==> config.mk <==
export PLATFORM = sky130hd
export DESIGN_NAME = bus_timer
export DESIGN_NICKNAME = d
export VERILOG_FILES = /design/src/rtl/bus_timer.sv
export SDC_FILE = /design/constraint.sdc
export NUM_CORES = 1
export LEC_CHECK = 0
export ABC_AREA = 1
export CAP_MARGIN = 0
export CORE_MARGIN = 3
export CORE_UTILIZATION = 47
export CTS_CLUSTER_DIAMETER = 120
export DETAILED_ROUTE_END_ITERATION = 6
export PLACE_DENSITY = 0.87
export SETUP_SLACK_MARGIN = 0.05
export SYNTH_ARGS = -nofsm -noshare
export SYNTH_HDL_FRONTEND = slang
export SYNTH_SLANG_ARGS = --single-unit
==> constraint.sdc <==
create_clock -name clk -period 1.5 [get_ports clk]
set_input_delay 0.225 -clock clk [delete_from_list [all_inputs] [get_ports clk]]
set_output_delay 0.225 -clock clk [all_outputs]
set_load 0.05 [all_outputs]
==> src/rtl/bus_timer.sv <==
// Memory-mapped countdown timer: CTRL/PRESET/COUNT registers, four-state counting FSM, registered IRQ.
// Define BUS_TIMER_BE_EN for per-byte writes; otherwise only full-word (BE == 4'b1111) writes are accepted.
//
// state   | meaning
// IDLE    | stopped; waits for En
// LOAD    | copies PRESET into COUNT
// CNT     | decrements COUNT while En stays set
// INT     | terminal count reached; one-shot clears En, auto-reload clears pending
module bus_timer #(
    parameter logic [31:0] BASE = 32'h0000_7F00
) (
    input  logic        clk,
    input  logic        reset,
    input  logic [31:0] Addr,
    input  logic        WE,
    input  logic [3:0]  BE,
    input  logic [31:0] DIN,
    output logic [31:0] DOUT,
    output logic        IRQ
);

    typedef enum logic [1:0] {
        ST_IDLE = 2'd0,
        ST_LOAD = 2'd1,
        ST_CNT  = 2'd2,
        ST_INT  = 2'd3
    } state_t;

    state_t      state;
    logic [3:0]  ctrl;
    logic [31:0] preset;
    logic [31:0] count;
    logic        pending;

    logic        sel;
    logic [1:0]  idx;
    logic        wr_ok;
    logic [31:0] wmask;
    logic        ctrl_wr;
    logic        preset_wr;
    logic        en;
    logic [1:0]  mode;
    logic        im;
    logic        unused_addr_bits;

    assign sel  = (Addr[31:4] == BASE[31:4]);
    assign idx  = Addr[3:2];
    assign en   = ctrl[0];
    assign mode = ctrl[2:1];
    assign im   = ctrl[3];
    assign unused_addr_bits = ^Addr[1:0];

`ifdef BUS_TIMER_BE_EN
    assign wmask = {{8{BE[3]}}, {8{BE[2]}}, {8{BE[1]}}, {8{BE[0]}}};
    assign wr_ok = sel & WE;
`else
    assign wmask = 32'hFFFF_FFFF;
    assign wr_ok = sel & WE & (BE == 4'b1111);
`endif

    // CTRL lives entirely in byte 0, so only that lane matters for it.
    assign ctrl_wr   = wr_ok & (idx == 2'd0) & wmask[0];
    assign preset_wr = wr_ok & (idx == 2'd1);

    always_comb begin
        DOUT = 32'h0;
        if (sel) begin
            case (idx)
                2'd0:    DOUT = {28'h0, ctrl};
                2'd1:    DOUT = preset;
                2'd2:    DOUT = count;
                default: DOUT = 32'h0;
            endcase
        end
    end

    always_ff @(posedge clk) begin
        if (reset) begin
            state   <= ST_IDLE;
            ctrl    <= 4'h0;
            preset  <= 32'h0;
            count   <= 32'h0;
            pending <= 1'b0;
            IRQ     <= 1'b0;
        end else begin
            if (preset_wr)
                preset <= (preset & ~wmask) | (DIN & wmask);

            // Placed before the FSM so a terminal-count set in the same cycle wins.
            if (ctrl_wr)
                pending <= 1'b0;

            IRQ <= pending & im;

            case (state)
                ST_IDLE: begin
                    if (en)
                        state <= ST_LOAD;
                end
                ST_LOAD: begin
                    count <= preset;
                    state <= ST_CNT;
                end
                ST_CNT: begin
                    if (!en) begin
                        state <= ST_IDLE;
                    end else if (count > 32'd1) begin
                        count <= count - 32'd1;
                    end else begin
                        count   <= 32'h0;
                        pending <= 1'b1;
                        state   <= ST_INT;
                    end
                end
                ST_INT: begin
                    if (mode == 2'd1)
                        pending <= 1'b0;
                    else
                        ctrl[0] <= 1'b0;
                    state <= ST_IDLE;
                end
                default: state <= ST_IDLE;
            endcase

            // Placed after the FSM so a bus write beats the one-shot En clear.
            if (ctrl_wr)
                ctrl <= DIN[3:0];
        end
    end

endmodule

==> results of run 1 <==
what timing repair did:
action,CTS
pin swaps,70
cloned,14
gates resized for setup,262
hold buffers,0
endpoints found under the setup margin,102
setup buffers,29
cells in the mapped netlist, types with 2 or more instances:
master | count | area, um^2
a21oi_1 | 92 | 460
a22oi_1 | 2 | 15.0
buf_2 | 10 | 50.1
buf_6 | 5 | 56.3
clkbuf_1 | 21 | 78.8
dfxtp_1 | 72 | 1440
ha_1 | 2 | 25.0
inv_1 | 117 | 439
inv_2 | 4 | 15.0
nand2_1 | 192 | 721
nand2_2 | 7 | 43.8
nand3_1 | 30 | 150
nand3_2 | 12 | 120
nand3b_1 | 2 | 15.0
nand4_1 | 10 | 62.6
nor2_1 | 115 | 432
nor2_2 | 9 | 56.3
nor2_4 | 8 | 90.1
nor2_8 | 2 | 40.0
nor3_1 | 2 | 10.0
nor4_1 | 5 | 31.3
o21ai_0 | 71 | 355
o21bai_1 | 2 | 15.0
o22ai_1 | 4 | 25.0
xnor2_1 | 2 | 17.5
xor2_1 | 2 | 17.5
per-stage QoR:
stage	TNS (ns)	setup WS, ns	hold WS (ns)	instances
after floorplan	-5.42	-0.181	0.390	814
after global placement	-38.15	-0.691	0.419	1107
after detailed placement	-41.13	-0.705	0.453	1107
after CTS	-8.33	-0.269	0.449	1162
per-layer routing:
| layer | overflow | track usage |
|---|---|---|
| met1 | 0 | 0.641 |
| met2 | 0 | 0.840 |
| met3 | 0 | 0.457 |
| met4 | 2 | 0.605 |
| met5 | 0 | 0.103 |
kinds of logic after synthesis:
kind of cell | count (synthesis)
simple gates | 399
flops | 72
compound gates | 179
buf+inv | 157
fa+ha+maj | 2
xor+xnor | 5
==> impl_results.md, run 1 <==
* Async set-reset flop share out of synthesis at 0
* Mux cell area share after synthesis at 0
* FP Rows at 36
* Simple-Gate Fraction of Synth Area at 0.371
* Main flop type after synthesis: dfxtp_1
* Port bufs at 101
* DP Area at 0.00738 mm^2
* Syn. warnings at 0
* Max clock buf depth at 2
* Stop err: [ERROR GRT-0232] Routing congestion too high. Check the congestion heatmap in the GUI.
* EDFF count, synth at 0
* Syn_nets at 887
* CTS buffer count at 9
* Die height at 108 um
* Cell area after synthesis at 0.00492 mm^2
* Failed at: 5_1_grt
* IO Pins at 104
* Post-DP HPWL at 11,800 um
* Largest family of logic cells by synthesized area: simple AND/OR/NAND/NOR gates
* Seq cells post-synth at 72
* Seq/Total Area, Yosys at 0.293
* Status: did not finish
* Worst_ep grt: DOUT[13]
* Global route total overflow at 2
* Initial core utilization at 0.492
* Syn Area/Cell at 6.05 um^2
* Die W at 108 um
* CTS HTree Levels at 3
* Largest net degree at the start of global routing at 39
* All-Layer GR Usage at 0.638
* Worst EP kind: primary output
* Xor and xnor area share after synthesis at 0.0104
* Mapped Cells at 814
* Compound-gate portion of the synthesized area at 0.191
* Synth cell types at 40
* Sink Count at 72
* Adder-Cell Fraction of Synth Area at 0.00508
* Clock root buffer: clkbuf_8
* RePlAce Congestion at 0.941
==> run 2, diff against run 1 <==
Settings changed: CORE_UTILIZATION 47 to 40, CTS_CLUSTER_DIAMETER 120 to default, PLACE_DENSITY 0.87 to default, PLACE_DENSITY_LB_ADDON from default to 0.15, SETUP_SLACK_MARGIN 0.05 to default.
Clock period 1.5 ns to 1.95 ns, I/O delays scaled along.
==> run 2 against run 1 <==
The flow now finishes, with violations (negative setup slack). Synthesized area is the same. Synthesized cell count is the same.
==> impl_results.md, run 2 <==
* Status: complete, but fails checks
* Failing checks: negative setup slack
* Worst Skew at 0.0103 ns
* Routed WL per cell at 16.7 um
* Max_cap viols at 0
* Fin cells at 1,092
* Fmax at 499 MHz
* FF-to-FF Start: count[1]
* Global route total overflow at 0
* Pwr Density at 460 mW/mm^2
* Worst Tran Pin Value at 0.638 ns
* Global-route wire length before repair at 29,000 um
* Pre-CTS WS at -0.436 ns
* Vias in the first global route at 5,594
* Final Cycle Share at 1.03
* DRC viols at 0
* Worst setup margin at -0.0554 ns
* Seq/Total Area, Yosys at 0.293
* FP Rows at 39
* Gate power share at 0.084
* RSZ-0062 raised after global routing: true
* Critical-path maximum fanout at 6
* Fin util at 0.647
* Layout area overhead at 53.9%
* Fin Setup TNS at -0.906 ns
* Layout fillers at 1,009
* Top cell type by total area after synthesis: dfxtp_1
* RePlAce Congestion at 0.907
* Hold Fails Final Rpt at 0
* Final setup vio count at 28
* Commonest cells post-synth: nand2_1 (192), inv_1 (117), nor2_1 (115)
* EDFF count, synth at 0
* Post-CTS Hold Fix Bufs at 0
* Sequential power share at 0.422
* Slew Limit Headroom at 0.574
* Post-DR vias/cell at 5.35
* Syn Area/Cell at 6.05 um^2
* Port bufs at 101
* Cell with the most instances after synthesis: nand2_1
* P_int at 2.67 mW
* Syn. warnings at 0
* Sw frac at 0.233
* All-Layer GR Usage at 0.273
* Iter 0 DRT Violations at 525
* Post-DP HPWL at 12,500 um
* Async set-reset flop share out of synthesis at 0
* Max clock buf depth at 2
* Most frequent cells in the layout: nand2_1 (191), inv_1 (117), nor2_1 (107), dfxtp_1 (72), o21ai_0 (68)
* Hold path startpoint: pending
* Syn_nets at 887
* Post-route ant nets at 0
* Max-slew violation count at 0
* Total Routed Length at 18,300 um
* Die W at 117 um
* Die area at 0.0137 mm^2
* Seq cells post-synth at 72
* Crit path from: Addr[15]
* Clock network fraction of design power at 0.493
* Clock transition at the registers of the reported paths at 0.06 ns
* Top flop regs: count x32, preset x32, ctrl x4
* Clock Latency Late Sink at 0.35 ns
* Synth cell types at 40
* Main area contributors after synthesis: dfxtp_1 (29%), nand2_1 (15%), a21oi_1 (9.4%), inv_1 (8.9%), nor2_1 (8.8%)
* Switching pwr at 811 uW
* Initial core utilization at 0.420
* Die height at 117 um
* Pre-antenna DRT Iters at 5
* Main flop type after synthesis: dfxtp_1
* # nets final at 1,017
* CTS buffer count at 9
* Initial antenna violation count at 0
* Setup CP Type: in2out
* Worst EP arrival at 1.71 ns
* Final Critical Period at 2.01 ns
* Leakage at 3.18 nW
* Post-Place Cells at 1,061
* HP Class: reg2reg
* Clock tree from TritonCTS: done
* Largest net degree at the start of global routing at 66
* Min Hold Slack at 0.443 ns
* Multi-input gate area at 0.00326 mm^2
* DP Area at 0.00660 mm^2
* Final instance area at 0.00758 mm^2
* Core area at 0.0117 mm^2
* Most common cell after layout, fill and taps aside: nand2_1
* IO Pins at 104
* Max VDD drop at 374 uV
* CP endpoint kind: output port
* # diodes at 0
* Cell area after synthesis at 0.00492 mm^2
* Sink Count at 72
* Register area at 0.00144 mm^2
* Worst setup SP type: primary input
* WP data required at 1.66 ns
* Post-synth top area share at 0.293
* Clock root buffer: clkbuf_16
* Layout cells sized above 1 at 0.211
* Routed vias at 5,837
* Mapped Cells at 814
* Total power draw at 3.48 mW
* CTS HTree Levels at 3
## run 2: cell counts after synthesis
Identical to the previous run, type by type.
## run 2: path summary, 6_finish.rpt
kind	endpoint	slack (ns)	depth (start not counted)
worst max-delay path	DOUT[13]	-0.06	11
worst max register to register	count[6]	0.14	10
worst min-delay path	IRQ	0.44	2
worst min register to register	IRQ	0.44	2
## run 2: repair_timing
item	CTS	global route
pin swaps	14	10
gates cloned	7	0
setup endpoints to repair	39	47
resized for setup	136	24
setup buffers	7	1
endpoints found under the hold margin	0	0
## run 2: cells by family (layout without fill, tap and decap cells)
| family | Yosys count | count (layout) | synth area share |
|---|---|---|---|
| AOI/OAI and AO/OA | 179 | 179 | 0.191 |
| DFF | 72 | 72 | 0.293 |
| buffers and inverters | 157 | 291 | 0.130 |
| xor gates and xnor gates | 5 | 5 | 0.0104 |
| adders and majority gates | 2 | 2 | 0.00508 |
| and+or+nand+nor | 399 | 400 | 0.371 |
## run 2: area by class of cell
type | count | share of cell area
tap | 143 | 0.0236
sequential | 72 | 0.190
clock buffer | 10 | 0.0315
timing repair buffer | 154 | 0.256
clock inverter | 6 | 0.00892
inverter | 121 | 0.0600
multi-input combinational | 586 | 0.430
## run 2: power by group through the flow
stage / Clock [mW] / Sequential [mW] / Combinational [mW]
after global placement: 0 / 1.50 / 0.258
after detailed placement: 0 / 1.50 / 0.263
after CTS: 1.72 / 1.47 / 0.283
final: 1.72 / 1.47 / 0.294
after floorplan: 0 / 1.50 / 0.0666
after global routing: 1.78 / 1.47 / 0.311
## run 2: critical path, cell delays in order
cell and delay, ns:
clkdlybuf4s15_1 0.16, inv_1 0.07, nand2_1 0.09, nor2_2 0.12
nand2_1 0.08, nor2_2 0.12, nand4_1 0.11, buf_8 0.20
buf_16 0.16, a21oi_4 0.15, buf_12 0.16
## run 2: routing by layer
metal  track usage  vias up  routed length (um)
li1              -     2849                   -
met2         0.419      257                8270
met1         0.379     2695                8050
met4         0.100        0                 467
met3        0.0545       36                1490
met5             0        -                   0
(Power assumes the default switching activity.)
==> run 3, diff against run 2 <==
Settings changed: REMOVE_ABC_BUFFERS from default to 1.
==> run 3 against run 2 <==
The run now ends clean. Critical path depth decreased by 2. First-iteration DRC count decreased by 34%. Flip-flop and latch count unchanged. Count of clock-buffer cells in the layout unchanged. Setup slack improved by 0.062 ns.
==> impl_results.md, run 3 (synthesized netlist as in run 2, its figures left out) <==
* Final Critical Period at 1.94 ns
* Register area at 0.00144 mm^2
* Routed WL per cell at 15.4 um
* Post-CTS Hold Fix Bufs at 0
* Fin util at 0.623
* DRC viols at 0
* Post-DR vias/cell at 5.16
* Multi-input gate area at 0.00320 mm^2
* All-Layer GR Usage at 0.243
* Vias in the first global route at 5,312
* Iter 0 DRT Violations at 348
* Global-route wire length before repair at 26,100 um
* Max VDD drop at 584 uV
* WP data required at 1.66 ns
* Total Routed Length at 16,500 um
* Core area at 0.0117 mm^2
* Worst setup margin at 0.00618 ns
* Min Hold Slack at 0.442 ns
* Pre-antenna DRT Iters at 5
* Clock tree from TritonCTS: done
* Critical-path maximum fanout at 9
* Top flop regs: count x32, preset x32, ctrl x4
* Largest net degree at the start of global routing at 35
* # nets final at 995
* Worst EP arrival at 1.65 ns
* Worst Skew at 0.00987 ns
* Fmax at 514 MHz
* Layout fillers at 1,079
* Clock transition at the registers of the reported paths at 0.06 ns
* RePlAce Congestion at 0.871
* Die area at 0.0137 mm^2
* # diodes at 0
* CTS buffer count at 9
* Most common cell after layout, fill and taps aside: nand2_1
* Final Cycle Share at 0.997
* Hold Fails Final Rpt at 0
* Max_cap viols at 0
* Layout cells sized above 1 at 0.194
* FP Rows at 39
* HP Class: reg2reg
* Max-slew violation count at 0
* Sink Count at 72
* Die height at 117 um
* Slew Limit Headroom at 0.578
* IO Pins at 104
* Most frequent cells in the layout: nand2_1 (192), inv_1 (116), nor2_1 (108), dfxtp_1 (72), o21ai_0 (71)
* Clock root buffer: clkbuf_16
* Layout area overhead at 48.2%
* Initial antenna violation count at 0
* Max clock buf depth at 2
* Final setup vio count at 0
* Leakage at 3.02 nW
* Initial core utilization at 0.420
* Port bufs at 101
* Post-DP HPWL at 11,500 um
* Global route total overflow at 0
* Pre-CTS WS at -0.304 ns
* Clock Latency Late Sink at 0.35 ns
* Worst setup SP type: primary input
* Setup CP Type: in2out
* CP endpoint kind: output port
* Worst Tran Pin Value at 0.631 ns
* RSZ-0062 raised after global routing: true
* Pwr Density at 484 mW/mm^2
* Routed vias at 5,524
* Die W at 117 um
* CTS HTree Levels at 3
* Status: completed
* Post-route ant nets at 0
run 3: power by group:
part | total [mW] | internal (mW) | leakage [nW] | switching [mW]
logic | 0.259 | 0.154 | 2.29 | 0.105
clock network | 1.80 | 1.13 | 0.149 | 0.677
registers | 1.47 | 1.47 | 0.580 | 0.0000000000931
total | 3.53 | 2.75 | 3.02 | 0.781
run 3: routing by layer:
metal	GRT usage	vias up	share of wire
li1	-	2801	-
met1	0.322	2568	0.46
met2	0.394	133	0.47
met3	0.0519	22	0.049
met4	0.0795	0	0.014
met5	0	-	0
run 3: final timing paths:
kind                               start   endpoint  slack [ns]  cells past startpoint
worst max-delay path             Addr[7]   DOUT[18]       0.006                      9
worst min-delay path             ctrl[3]        IRQ        0.44                      2
worst max register to register  count[1]  count[28]        0.15                     10
worst min register to register   ctrl[3]        IRQ        0.44                      2
run 3: cell type report:
| type | instances | area share |
|---|---|---|
| inverters | 121 | 0.0623 |
| repair buffers | 132 | 0.233 |
| clock buffers | 10 | 0.0314 |
| multi-input cells | 586 | 0.438 |
| well taps | 143 | 0.0245 |
| flip-flops and latches | 72 | 0.198 |
| clock inverters | 6 | 0.0127 |
run 3: timing repair:
item                       CTS  global route
cloned                       4             2
gates resized for setup     96            49
setup buffers                2             1
setup endpoints to repair   32            52
pin swaps                    7            12
run 3: critical path, cell delays in order:
cell,delay [ns]
clkbuf_2,0.09
nor4_2,0.27
nand2_1,0.09
nor2_1,0.11
nand4_1,0.11
buf_6,0.19
buf_16,0.16
a21oi_2,0.16
buf_12,0.16
run 3: metrics by stage:
stage	instance area (um^2)	std cells	TNS, ns	total power, mW
floorplan	4740	778	-51.73	1.56
global placement	6480	1046	-9.08	1.75
detailed placement	6480	1046	-10.85	1.75
CTS	7070	1067	0	3.55
global route	7290	1070	-0.419	3.64
finish	7290	1070	0	3.53
==> run 4, diff against run 3 <==
Settings changed: CORE_MARGIN 3 to 2.
==> run 4 against run 3 <==
The run now ends with negative setup slack left. Global-route usage rose by 1.0 points. Combinational power grew 4%. Fmax shrank 0.45%. Final area up 1.2%. Total power is 1.9% lower. Clock power down 4%. Largest power group unchanged. Highest routed layer unchanged.
==> impl_results.md, run 4 (synthesized netlist as in run 2, its figures left out) <==
* CTS buffer count at 9
* Worst setup margin at -0.00262 ns
* # diodes at 0
* Clock transition at the registers of the reported paths at 0.06 ns
* Pre-antenna DRT Iters at 4
* Pwr Density at 469 mW/mm^2
* Worst setup SP type: primary input
* Hold Fails Final Rpt at 0
* Status: complete, but fails checks
* Max_cap viols at 0
* FF-to-FF Start: state[1]
* Final Critical Period at 1.95 ns
* Sw frac at 0.225
* Initial antenna violation count at 0
* Largest net degree at the start of global routing at 65
* Iter 0 DRT Violations at 308
* Final instance area at 0.00738 mm^2
* RSZ-0062 raised after global routing: true
* Max-slew violation count at 0
* DRC viols at 0
* Post-DR vias/cell at 5.10
* All-Layer GR Usage at 0.253
* DP Area at 0.00650 mm^2
* Gate power share at 0.078
* Slew Limit Headroom at 0.662
* Sequential power share at 0.424
* Post-route ant nets at 0
* Die W at 115 um
* Die height at 115 um
* Total Routed Length at 16,400 um
* Max clock buf depth at 2
* FP Rows at 40
* Hold EP: IRQ
* Top flop regs: count x32, preset x32, ctrl x4
* Clock tree from TritonCTS: done
* Worst r2r path cells at 7
* Worst Skew at 0.00339 ns
* Fin Setup TNS at -0.00262 ns
* Fin util at 0.615
* Layout area overhead at 50.0%
* P_int at 2.68 mW
* Worst Tran Pin Value at 0.505 ns
* Post-Place Cells at 1,051
* Initial core utilization at 0.410
* Most frequent cells in the layout: nand2_1 (192), inv_1 (117), nor2_1 (108), dfxtp_1 (72), o21ai_0 (65)
* Core area at 0.0120 mm^2
* # nets final at 1,003
* WP data required at 1.66 ns
* Fin cells at 1,082
* Max VDD drop at 390 uV
* Die area at 0.0132 mm^2
* RePlAce Congestion at 0.910
* Routed WL per cell at 15.2 um
* Final setup vio count at 1
* Layout fillers at 1,126
* Sink Count at 72
* Most common cell after layout, fill and taps aside: nand2_1
* Clock Latency Late Sink at 0.35 ns
* Fmax at 512 MHz
* HP Class: reg2reg
* Worst EP arrival at 1.66 ns
* R2r endpoint: count[1]
* Clock root buffer: clkbuf_16
* Hold path startpoint: pending
* Port bufs at 101
* Layout cells sized above 1 at 0.200
* Min Hold Slack at 0.438 ns
* Post-DP HPWL at 10,900 um
* Global-route wire length before repair at 26,500 um
* Min-Delay Path Depth at 2
* Clock network fraction of design power at 0.498
* CTS HTree Levels at 3
* CP endpoint kind: output port
* Switching pwr at 781 uW
* Critical-path maximum fanout at 7
* Leakage at 3.06 nW
* Vias in the first global route at 5,290
* Global route total overflow at 0
* Final Cycle Share at 1.00
* Setup CP Type: in2out
* Failing checks: negative setup slack
* Routed vias at 5,513
* R2r setup slk at 0.12 ns
* IO Pins at 104
run 4: per-layer routing:
metal  share of wire  GRT usage  up-vias
met5               0          0        -
met4           0.011     0.0594        0
met3           0.041     0.0511       16
met2            0.47      0.427      115
met1            0.47      0.334     2564
li1                -          -     2818
run 4: worst max path at each step:
| stage | cells past startpoint | startpoint | to | slack (ns) |
|---|---|---|---|---|
| final | 10 | Addr[8] | DOUT[6] | -0.003 |
| after global routing | 10 | Addr[13] | DOUT[6] | -0.1 |
| after global placement | 8 | Addr[17] | DOUT[27] | -0.29 |
| after CTS | 10 | Addr[17] | DOUT[7] | -0.0007 |
| after floorplan | 5 | Addr[17] | DOUT[10] | -0.76 |
| after detailed placement | 8 | Addr[17] | DOUT[6] | -0.32 |
run 4: worst max-delay path, stage by stage:
cell	delay, ns
dlygate4sd2_1	0.23
nand2_1	0.06
nor2_1	0.11
nand2_1	0.07
nor2_2	0.11
nand4_1	0.11
buf_6	0.18
clkbuf_16	0.19
a21oi_4	0.16
buf_12	0.15
run 4: timing repair:
| item | 4_1_cts | 5_1_grt |
|---|---|---|
| endpoints found under the setup margin | 35 | 54 |
| resized for setup | 113 | 42 |
| buffers inserted | 9 | 1 |
| hold buffers | 0 | 0 |
| cloned | 5 | 1 |
| pin swaps | 8 | 5 |
run 4: stage by stage:
stage | total power [mW] | setup WS [ns]
final | 3.47 | -0.00262
after global routing | 3.56 | -0.0985
after CTS | 3.48 | -0.000708
after detailed placement | 1.75 | -0.325
after global placement | 1.75 | -0.291
after floorplan | 1.56 | -0.765
run 4: power groups by stage:
stage	logic, mW	clock network (mW)	registers, mW
detailed placement	0.247	0	1.50
floorplan	0.0571	0	1.50
CTS	0.260	1.75	1.47
global placement	0.242	0	1.50
finish	0.270	1.73	1.47
global route	0.290	1.80	1.47
run 4: cell type report:
| cell class | count | area (um^2) | share of cell area |
|---|---|---|---|
| clock buffers | 11 | 253 | 0.0342 |
| clock inverters | 5 | 55.1 | 0.00746 |
| inverters | 121 | 454 | 0.0615 |
| multi-input cells | 586 | 3240 | 0.438 |
| flip-flops and latches | 72 | 1440 | 0.195 |
| well taps | 147 | 184 | 0.0249 |
| repair buffers | 140 | 1760 | 0.239 |
